[src/rtl/board_display.sv]
`default_nettype none
// ============================================================================
// Module   : board_display
// Purpose  : Display back end of the game. Turns the board state, turn flags
//            and game status from the game core into board LEDs, turn LEDs
//            and a scanned 4-digit 7-segment display.
//              - X squares are lit steady; O squares flash with flash_ph.
//              - A terminal game_st is shown as a letter on digit 0.
//              - 'E' flashes the whole board.
//            All outputs are registered in the single clk domain.
// Ports    : clk        in   system clock, rising edge
//            reset      in   synchronous active-high reset
//            occ_pos    in 9 square occupied (bit i = square i, row-major)
//            own_o      in 9 occupant is O (1) or X (0)
//            turnX      in   X to move
//            turnO      in   O to move
//            game_st    in 8 ASCII 'X'/'O'/'C'/'E' terminal, else in play
//            led        out 9 board LEDs, active-high
//            led_turnX  out  X turn LED
//            led_turnO  out  O turn LED
//            seg        out 7 segments {g,f,e,d,c,b,a}, active-low
//            an         out 4 digit enables, active-low, an[0] rightmost
// Revision : 1.0 - initial release
// ============================================================================
module board_display #(
  parameter int FLASH_DIV = 25_000_000,
  parameter int SCAN_DIV  = 50_000
) (
  input  logic       clk,
  input  logic       reset,
  input  logic [8:0] occ_pos,
  input  logic [8:0] own_o,
  input  logic       turnX,
  input  logic       turnO,
  input  logic [7:0] game_st,
  output logic [8:0] led,
  output logic       led_turnX,
  output logic       led_turnO,
  output logic [6:0] seg,
  output logic [3:0] an
);

  localparam int FW = $clog2(FLASH_DIV);
  localparam int SW = $clog2(SCAN_DIV);

  localparam logic [7:0] c_ASC_X = 8'h58;
  localparam logic [7:0] c_ASC_O = 8'h4F;
  localparam logic [7:0] c_ASC_C = 8'h43;
  localparam logic [7:0] c_ASC_E = 8'h45;

  localparam logic [6:0] c_GLY_X     = 7'h09;
  localparam logic [6:0] c_GLY_O     = 7'h40;
  localparam logic [6:0] c_GLY_C     = 7'h46;
  localparam logic [6:0] c_GLY_E     = 7'h06;
  localparam logic [6:0] c_GLY_DASH  = 7'h3F;
  localparam logic [6:0] c_GLY_BLANK = 7'h7F;

  typedef enum logic [1:0] {
    PLAY  = 2'd0,
    OVER  = 2'd1,
    ERROR = 2'd2
  } mode_t;

  mode_t         r_mode;
  logic [FW-1:0] r_flash_cnt;
  logic          r_flash_ph;
  logic [SW-1:0] r_scan_cnt;
  logic [1:0]    r_digit;

  mode_t         w_mode_nxt;
  logic [FW-1:0] w_flash_cnt_nxt;
  logic          w_flash_ph_nxt;
  logic [SW-1:0] w_scan_cnt_nxt;
  logic [1:0]    w_digit_nxt;
  logic          w_is_over;
  logic          w_is_err;
  logic [6:0]    w_st_glyph;
  logic [6:0]    w_mover_glyph;
  logic [8:0]    w_led_nxt;
  logic          w_tx_nxt;
  logic          w_to_nxt;
  logic [6:0]    w_seg_nxt;
  logic [3:0]    w_an_nxt;

  always_ff @(posedge clk) begin
    if (reset) begin
      r_mode      <= PLAY;
      r_flash_cnt <= '0;
      r_flash_ph  <= 1'b0;
      r_scan_cnt  <= '0;
      r_digit     <= 2'd0;
      led         <= 9'h000;
      led_turnX   <= 1'b0;
      led_turnO   <= 1'b0;
      seg         <= c_GLY_BLANK;
      an          <= 4'hF;
    end else begin
      r_mode      <= w_mode_nxt;
      r_flash_cnt <= w_flash_cnt_nxt;
      r_flash_ph  <= w_flash_ph_nxt;
      r_scan_cnt  <= w_scan_cnt_nxt;
      r_digit     <= w_digit_nxt;
      led         <= w_led_nxt;
      led_turnX   <= w_tx_nxt;
      led_turnO   <= w_to_nxt;
      seg         <= w_seg_nxt;
      an          <= w_an_nxt;
    end
  end

  // Outputs are built from the next-state values so that mode, flash phase
  // and digit slot all become visible on the same edge that updates them.
  always_comb begin
    w_flash_cnt_nxt = r_flash_cnt + FW'(1);
    w_flash_ph_nxt  = r_flash_ph;
    if (r_flash_cnt == FW'(FLASH_DIV - 1)) begin
      w_flash_cnt_nxt = '0;
      w_flash_ph_nxt  = ~r_flash_ph;
    end

    w_scan_cnt_nxt = r_scan_cnt + SW'(1);
    w_digit_nxt    = r_digit;
    if (r_scan_cnt == SW'(SCAN_DIV - 1)) begin
      w_scan_cnt_nxt = '0;
      w_digit_nxt    = r_digit + 2'd1;
    end

    w_is_err  = (game_st == c_ASC_E);
    w_is_over = (game_st == c_ASC_X) || (game_st == c_ASC_O) || (game_st == c_ASC_C);

    w_mode_nxt = r_mode;
    case (r_mode)
      PLAY:    if (w_is_err) w_mode_nxt = ERROR; else if (w_is_over) w_mode_nxt = OVER;
      OVER:    if (w_is_err) w_mode_nxt = ERROR; else if (!w_is_over) w_mode_nxt = PLAY;
      ERROR:   if (w_is_over) w_mode_nxt = OVER; else if (!w_is_err) w_mode_nxt = PLAY;
      default: w_mode_nxt = PLAY;
    endcase

    case (game_st)
      c_ASC_X: w_st_glyph = c_GLY_X;
      c_ASC_O: w_st_glyph = c_GLY_O;
      c_ASC_C: w_st_glyph = c_GLY_C;
      c_ASC_E: w_st_glyph = c_GLY_E;
      default: w_st_glyph = c_GLY_BLANK;
    endcase

    case ({turnX, turnO})
      2'b10:   w_mover_glyph = c_GLY_X;
      2'b01:   w_mover_glyph = c_GLY_O;
      default: w_mover_glyph = c_GLY_DASH;
    endcase

    if (w_mode_nxt == ERROR)
      w_led_nxt = {9{w_flash_ph_nxt}};
    else
      w_led_nxt = occ_pos & (~own_o | {9{w_flash_ph_nxt}});

    w_tx_nxt = 1'b0;
    w_to_nxt = 1'b0;
    if (w_mode_nxt == PLAY) begin
      if (turnX && turnO) begin
        // Contradictory turn flags: flag the fault by flashing both.
        w_tx_nxt = w_flash_ph_nxt;
        w_to_nxt = w_flash_ph_nxt;
      end else begin
        w_tx_nxt = turnX;
        w_to_nxt = turnO;
      end
    end

    w_seg_nxt = c_GLY_BLANK;
    case (w_digit_nxt)
      2'd0:    if (w_mode_nxt != PLAY) w_seg_nxt = w_st_glyph;
      2'd3:    if (w_mode_nxt == PLAY) w_seg_nxt = w_mover_glyph;
      default: w_seg_nxt = c_GLY_BLANK;
    endcase

    w_an_nxt = ~(4'b0001 << w_digit_nxt);
  end

endmodule
`default_nettype wire

[config.mk]
export PLATFORM = sky130hd
export DESIGN_NAME = board_display
export DESIGN_NICKNAME = d
export VERILOG_FILES = /design/src/rtl/board_display.sv
export SDC_FILE = /design/constraint.sdc
export NUM_CORES = 1
export LEC_CHECK = 0
export ABC_CLOCK_PERIOD_IN_PS = 2500
export CAP_MARGIN = 15
export CORE_MARGIN = 5
export CORE_UTILIZATION = 28
export CTS_BUF_LIST = sky130_fd_sc_hd__clkbuf_2
export CTS_CLUSTER_SIZE = 14
export DETAILED_ROUTE_END_ITERATION = 10
export GPL_ROUTABILITY_DRIVEN = 0
export PLACE_DENSITY_LB_ADDON = 0.3
export SYNTH_ARGS = -nofsm -noshare
export SYNTH_HDL_FRONTEND = slang
export SYNTH_SLANG_ARGS = --single-unit
[constraint.sdc]
create_clock -name clk -period 2.5 [get_ports clk]
set_input_delay 0.5 -clock clk [delete_from_list [all_inputs] [get_ports clk]]
set_output_delay 0.5 -clock clk [all_outputs]
set_load 0.05 [all_outputs]
After elaboration in Yosys (flattened, before gate mapping) --
Index checks and enable logic that the tools add are counted.
Storage, ports and cells: input bits 30, memory bits (read-only) 0, memories kept 0, flip-flop bits (word level) 68, bits in latches 0, output and inout port bits 22, bits in writable memories 0
Operators by class: muxes and demuxes 17, shifts and indexed selects 1, multipliers 0, eq/ne operators 12, $add $sub $neg 3, div/mod/pow operators 0, bitwise operators 6, reductions and logical operators 10, magnitude comparators 0
Operator list (number):
- == test 8 x 7 -> 1 bit, second input constant | 4
- case mux 7 bit (2 select lines) | 2
- case mux 7 bit (4 select lines) | 1
- adder 25 x 1 -> 25 bit, second input constant | 1
- == test 25 bit, second input constant | 1
- adder 16 x 1 -> 16 bit, second input constant | 1
- == test 16 bit, second input constant | 1
- 2-to-1 mux 2 bit | 7
- 2-to-1 mux 7 bit | 2
- AND 9 bit | 1
- 2-to-1 mux 9 bit | 1
- inverter 9 bit | 1
- OR 9 bit | 1
- == test 2 bit, second input constant | 4
- logical NOT 2 bit | 3
- case mux 2 bit (3 select lines) | 1
- OR reduction 2 bit | 3
- == test 2 x 1 -> 1 bit, second input constant | 2
- inverter 4 bit | 1
- << shifter 1 x 2 -> 4 bit, first input constant | 1
- 2-to-1 mux 1 bit | 3
- adder 2 x 1 -> 2 bit, second input constant | 1
- logical OR 1 bit | 2
- inverter 1 bit | 2
- 2 further kinds | 2

Logic depth before layout (Yosys ltp) --
depth in word-level cells 9, depth in mapped cells 10

Least setup slack after synthesis --
Ideal clock, no wire load.
kind reg2reg, from register r_scan_cnt[0], to register seg[6], clock period less this slack 2.496 ns, library setup time 0.122 ns, required time 2.378 ns, arrival time 2.374 ns, setup slack 0.004 ns, stages on the path, launching flop included 10, cells stage by stage dfxtp_1 -> ha_1 -> and3_1 -> nand4_1 -> xnor2_1 -> inv_1 -> ha_1 -> or2_2 -> or3_1 -> o32a_1
Between the ends: longest elaborated chain between the ends 4
RTL lines:
- start, declared | RTL line 67 | logic [SW-1:0] r_scan_cnt;
- start signal, assigned | RTL line 101 | r_scan_cnt <= w_scan_cnt_nxt;
- == test 16 bit * | RTL line 123 | if (r_scan_cnt == SW'(SCAN_DIV - 1)) begin
- 2-to-1 mux 2 bit * | RTL line 123
- net w_digit_nxt[0] | RTL line 74 | logic [1:0] w_digit_nxt;
- == test 2 bit or logical NOT 2 bit (tied branches) | RTL line 172 | case (w_digit_nxt)
- case mux 7 bit (2 select lines) * | RTL line 172
- end signal, assigned | RTL line 95 | seg <= c_GLY_BLANK;
- end signal, assigned | RTL line 106 | seg <= w_seg_nxt;
- end, declared | RTL line 39 | output logic [6:0] seg,
The timed path passes the listed nets; every way through them passes the cells marked *. A chain may end at the register's enable or synchronous reset.

Final worst setup path --
from register r_scan_cnt[1], to register seg[6]
The elaborated chain is that of the path after synthesis.

==> PnR_summary.wiki <==
{| class="wikitable"
! Metric !! Value
|-
| Number of hold buffers added after cts || 0
|-
| Initial core utilization || between 20% and 30%
|-
| Reg clk slew, reported paths || approximately 190 ps
|-
| Crit path kind || reg2reg
|-
| Vias in the first global route || about 2,600
|-
| Vias || 2,645
|-
| Final clock period utilization by the worst path || between 90% and 100%
|-
| Most frequent standard cell in the layout excluding fill and tap cells || sky130_fd_sc_hd__dfxtp_1
|-
| Tightest slew margin relative to the limit || roughly two thirds
|-
| Number of filler instances in the final layout || ~1,100
|-
| Number of top-level pins || 52
|-
| EDFF count, synth || 0
|-
| Post-route setup TNS || 0 ps
|-
| Commonest register cell after synthesis || sky130_fd_sc_hd__dfxtp_1
|-
| Sequential element share of the synthesized area || 41.7%
|-
| Leak Pwr || between 0.001 and 0.0015 uW
|-
| RSZ-0062 raised after global routing || yes
|-
| Max Clk Rate || just over 400 MHz
|-
| Mean number of vias per cell || roughly 4.7
|-
| Initial antenna violation count || 0
|-
| Fraction of final layout cells with drive strength greater than 1 || between 10% and 20%
|-
| Core footprint || between 10,000 and 15,000 sq um
|-
| FFs w/ async S/R, synth || 0%
|-
| Crit-path max FO || 4
|-
| WL per Instance || between 10 and 15 microns
|-
| Total of warnings raised by yosys || 0
|-
| Worst R2R End || seg[6]
|-
| WP data arrival || around 2800 ps
|-
| Number of H-tree levels || 3
|-
| Clock tree from TritonCTS || built
|-
| Sequential cell area || 1310 sq um
|-
| Worst setup endpoint || seg[6]
|-
| Transition at the pin with the smallest max-transition slack || 517 ps
|-
| Worst min-delay path category || reg2reg
|-
| Buffers added on ports || 51
|-
| Die footprint || between 10,000 and 15,000 sq um
|-
| Synthesized Nets || 381
|-
| Standard cell area after detailed placement || around 4000 sq um
|-
| Fin util || a little under two fifths
|-
| Buffers from clock root to sink, at most || 2
|-
| Seq cells post-synth || 65
|-
| Die Height || around 120 microns
|-
| Endpoint class of the critical path || flip-flop
|-
| Data required time of the worst path || roughly 2900 ps
|-
| Number of buffers created by CTS || 9
|-
| Type of element launching the critical path || flip-flop
|-
| Total half-perimeter wirelength after legalization and detailed placement || roughly 5400 microns
|-
| Clock Latency Late Sink || just under 500 ps
|-
| Minimum clock period || between 2000 and 2500 ps
|-
| Launch point of the critical path || r_scan_cnt[1]
|-
| CP Cell Sequence || ha_1 -> and3_1 -> nand4_1 -> or3_4 -> nand2_2 -> ha_4 -> or2_4 -> or3_1 -> o32a_1
|-
| Total overflow reported by the global router || 0
|-
| Power Density || approximately 480 nW/um^2
|-
| Design area || 4080 sq um
|-
| Commonest cells after routing, fill and taps aside || sky130_fd_sc_hd__dfxtp_1 (61), sky130_fd_sc_hd__clkdlybuf4s50_1 (51), sky130_fd_sc_hd__nor2_1 (46)
|-
| Remaining antenna violation count after routing || 0
|-
| Result of the run || completed
|-
| Total Routing Usage GR || a little under an eighth
|-
| Number of DRC violations after detailed routing || 0
|-
| ANT cells || 0
|-
| Number of setup violations in the final report || 0
|-
| Wire length reported by the detailed router || ~7400 microns
|-
| Worst IR Drop VDD || around 0.25 mV
|-
| Area Overhead vs Synth || 30.6%
|-
| Post-synth design cell area || about 3100 sq um
|-
| Area of the multi-input gates || roughly 1700 sq um
|-
| First drt pass iteration count || 4
|-
| Reg-to-Reg Start || r_scan_cnt[1]
|-
| Distinct cell type count after synthesis || between 50 and 60
|-
| Final Hold Slack || between 400 and 500 ps
|-
| Number of cell rows || 38
|-
| Post-synthesis instance total || 342
|-
| Reg2reg setup slack || between 80 and 90 ps
|-
| Slowest-stage cell, CP || sky130_fd_sc_hd__or3_4
|-
| Total power consumption of the routed design || 1960 uW
|-
| Clk sinks || between 60 and 70
|-
| Chip width || 116 microns
|-
| FF-to-FF path depth || 9
|-
| Clock skew after layout || approximately 25 ps
|-
| Wire length of the first global-routing pass || roughly 12,000 microns
|-
| Final Hold Vio Count || 0
|-
| Clock root buffer || sky130_fd_sc_hd__clkbuf_2
|-
| Count of pins over their slew limit || 0
|-
| Starting DRC count in detailed routing || 95
|-
| Max cap viols || 0
|-
| Final net count || ~450
|-
| Avg Synthesized Cell Area || between 9 and 10 sq um
|-
| Pin count of the biggest net entering global routing || 25
|-
| Slowest cell delay on critical path || between 400 and 500 ps
|}
[area by class of cell]
| cell class | instances | area share, % |
|---|---|---|
| Clock buffer | 9 | 1.11 |
| Clock inverter | 7 | 2.09 |
| Timing Repair Buffer | 80 | 18.2 |
| Inverter | 12 | 1.11 |
| Sequential cell | 65 | 32.1 |
| Tap cell | 140 | 4.30 |
| Multi-Input combinational cell | 245 | 41.2 |
[Yosys cell counts (2+ instances only)]
| cell type | instances | area [sq um] |
|---|---|---|
| sky130_fd_sc_hd__buf_4 | 3 | 22.5 |
| sky130_fd_sc_hd__nand3_1 | 15 | 75.1 |
| sky130_fd_sc_hd__o31ai_1 | 6 | 45.0 |
| sky130_fd_sc_hd__xor2_1 | 11 | 96.3 |
| sky130_fd_sc_hd__a2bb2oi_1 | 10 | 87.6 |
| sky130_fd_sc_hd__ha_1 | 9 | 113 |
| sky130_fd_sc_hd__a31oi_1 | 2 | 12.5 |
| sky130_fd_sc_hd__nand2_1 | 14 | 52.6 |
| sky130_fd_sc_hd__or4_4 | 2 | 22.5 |
| sky130_fd_sc_hd__o21bai_1 | 2 | 15.0 |
| sky130_fd_sc_hd__nor3_1 | 6 | 30.0 |
| sky130_fd_sc_hd__dfxtp_1 | 65 | 1300 |
| sky130_fd_sc_hd__buf_6 | 5 | 56.3 |
| sky130_fd_sc_hd__and4_1 | 3 | 26.3 |
| sky130_fd_sc_hd__a21oi_1 | 15 | 75.1 |
| sky130_fd_sc_hd__nand4_4 | 2 | 42.5 |
| sky130_fd_sc_hd__o21ai_0 | 8 | 40.0 |
| sky130_fd_sc_hd__nand4_1 | 11 | 68.8 |
| sky130_fd_sc_hd__or4_1 | 4 | 30.0 |
| sky130_fd_sc_hd__nor2_1 | 46 | 173 |
| sky130_fd_sc_hd__a21oi_2 | 2 | 17.5 |
| sky130_fd_sc_hd__nand2b_1 | 7 | 43.8 |
| sky130_fd_sc_hd__xnor2_1 | 16 | 140 |
| sky130_fd_sc_hd__buf_2 | 6 | 30.0 |
| sky130_fd_sc_hd__and2_1 | 3 | 18.8 |
| sky130_fd_sc_hd__nor4_1 | 5 | 31.3 |
| sky130_fd_sc_hd__a211oi_1 | 10 | 75.1 |
| sky130_fd_sc_hd__nor4bb_1 | 2 | 20.0 |
| sky130_fd_sc_hd__and3_1 | 3 | 18.8 |
| sky130_fd_sc_hd__clkbuf_1 | 4 | 15.0 |
| sky130_fd_sc_hd__inv_1 | 12 | 45.0 |
| sky130_fd_sc_hd__or3_1 | 8 | 50.1 |
| sky130_fd_sc_hd__nor3b_1 | 3 | 22.5 |
| sky130_fd_sc_hd__nor4b_1 | 2 | 17.5 |
[registers in the layout, indices dropped and copies added (netlist names)]
| register | cells |
|---|---|
| seg | 4 |
| an | 4 |
| led | 9 |
| r_flash_cnt | 25 |
| r_flash_ph | 1 |
| r_mode | 2 |
| r_digit | 2 |
| r_scan_cnt | 16 |
| led_turnO | 1 |
| led_turnX | 1 |
[through the flow]
step	cells	setup WS, ps
global placement	541	35.9
CTS	557	16.3
finish	558	80.9
floorplan	342	3.86
global route	558	-38.7
detailed placement	541	14.4
[worst min-delay path by stage]
stage,from,end,slack [ps],cells past startpoint
2_1_floorplan,r_flash_cnt[0],r_flash_cnt[0],410,1
3_3_place_gp,r_flash_cnt[0],r_flash_cnt[0],420,1
6_report,r_flash_cnt[0],r_flash_cnt[0],460,1
3_5_place_dp,r_flash_cnt[0],r_flash_cnt[0],430,1
5_1_grt,r_flash_cnt[0],r_flash_cnt[0],490,1
4_1_cts,r_flash_cnt[0],r_flash_cnt[0],460,1
[repair_timing]
action / in CTS / in global routing
resized for setup: 1 / 11
buffers inserted: 0 / 1
setup endpoints to repair: 1 / 4
cloned: 0 / 0
pin swaps: 1 / 3
[critical path, delay by kind of cell (launching register included)]
family | cells | cell delay, ps
simple gates | 6 | 1440
compound gates | 1 | 170
flops | 1 | 380
fa+ha+maj | 2 | 370
[where the power goes]
part           internal, uW  switching, uW
combinational          98.4            101
clock                   321            376
sequential             1050           8.44
[cells by family after synthesis]
logic type | synth area share, %
AO/OA/AOI/OAI | 14.8
flip-flops | 41.7
buffers and inverters | 6.13
AND/OR/NAND/NOR | 26.2
adder cells (fa/ha/maj) | 3.61
XOR/XNOR | 7.58
[per-layer routing]
layer	vias up	track usage (%)	wire length (microns)	share of wire, %
li1	1366	-	-	-
met5	-	0	0	0
met3	6	4.39	427	5.8
met2	54	18.4	3490	47
met1	1219	14.7	3430	46
met4	0	3.44	54	0.73
Note: power is estimated with default switching activity, not from simulation.
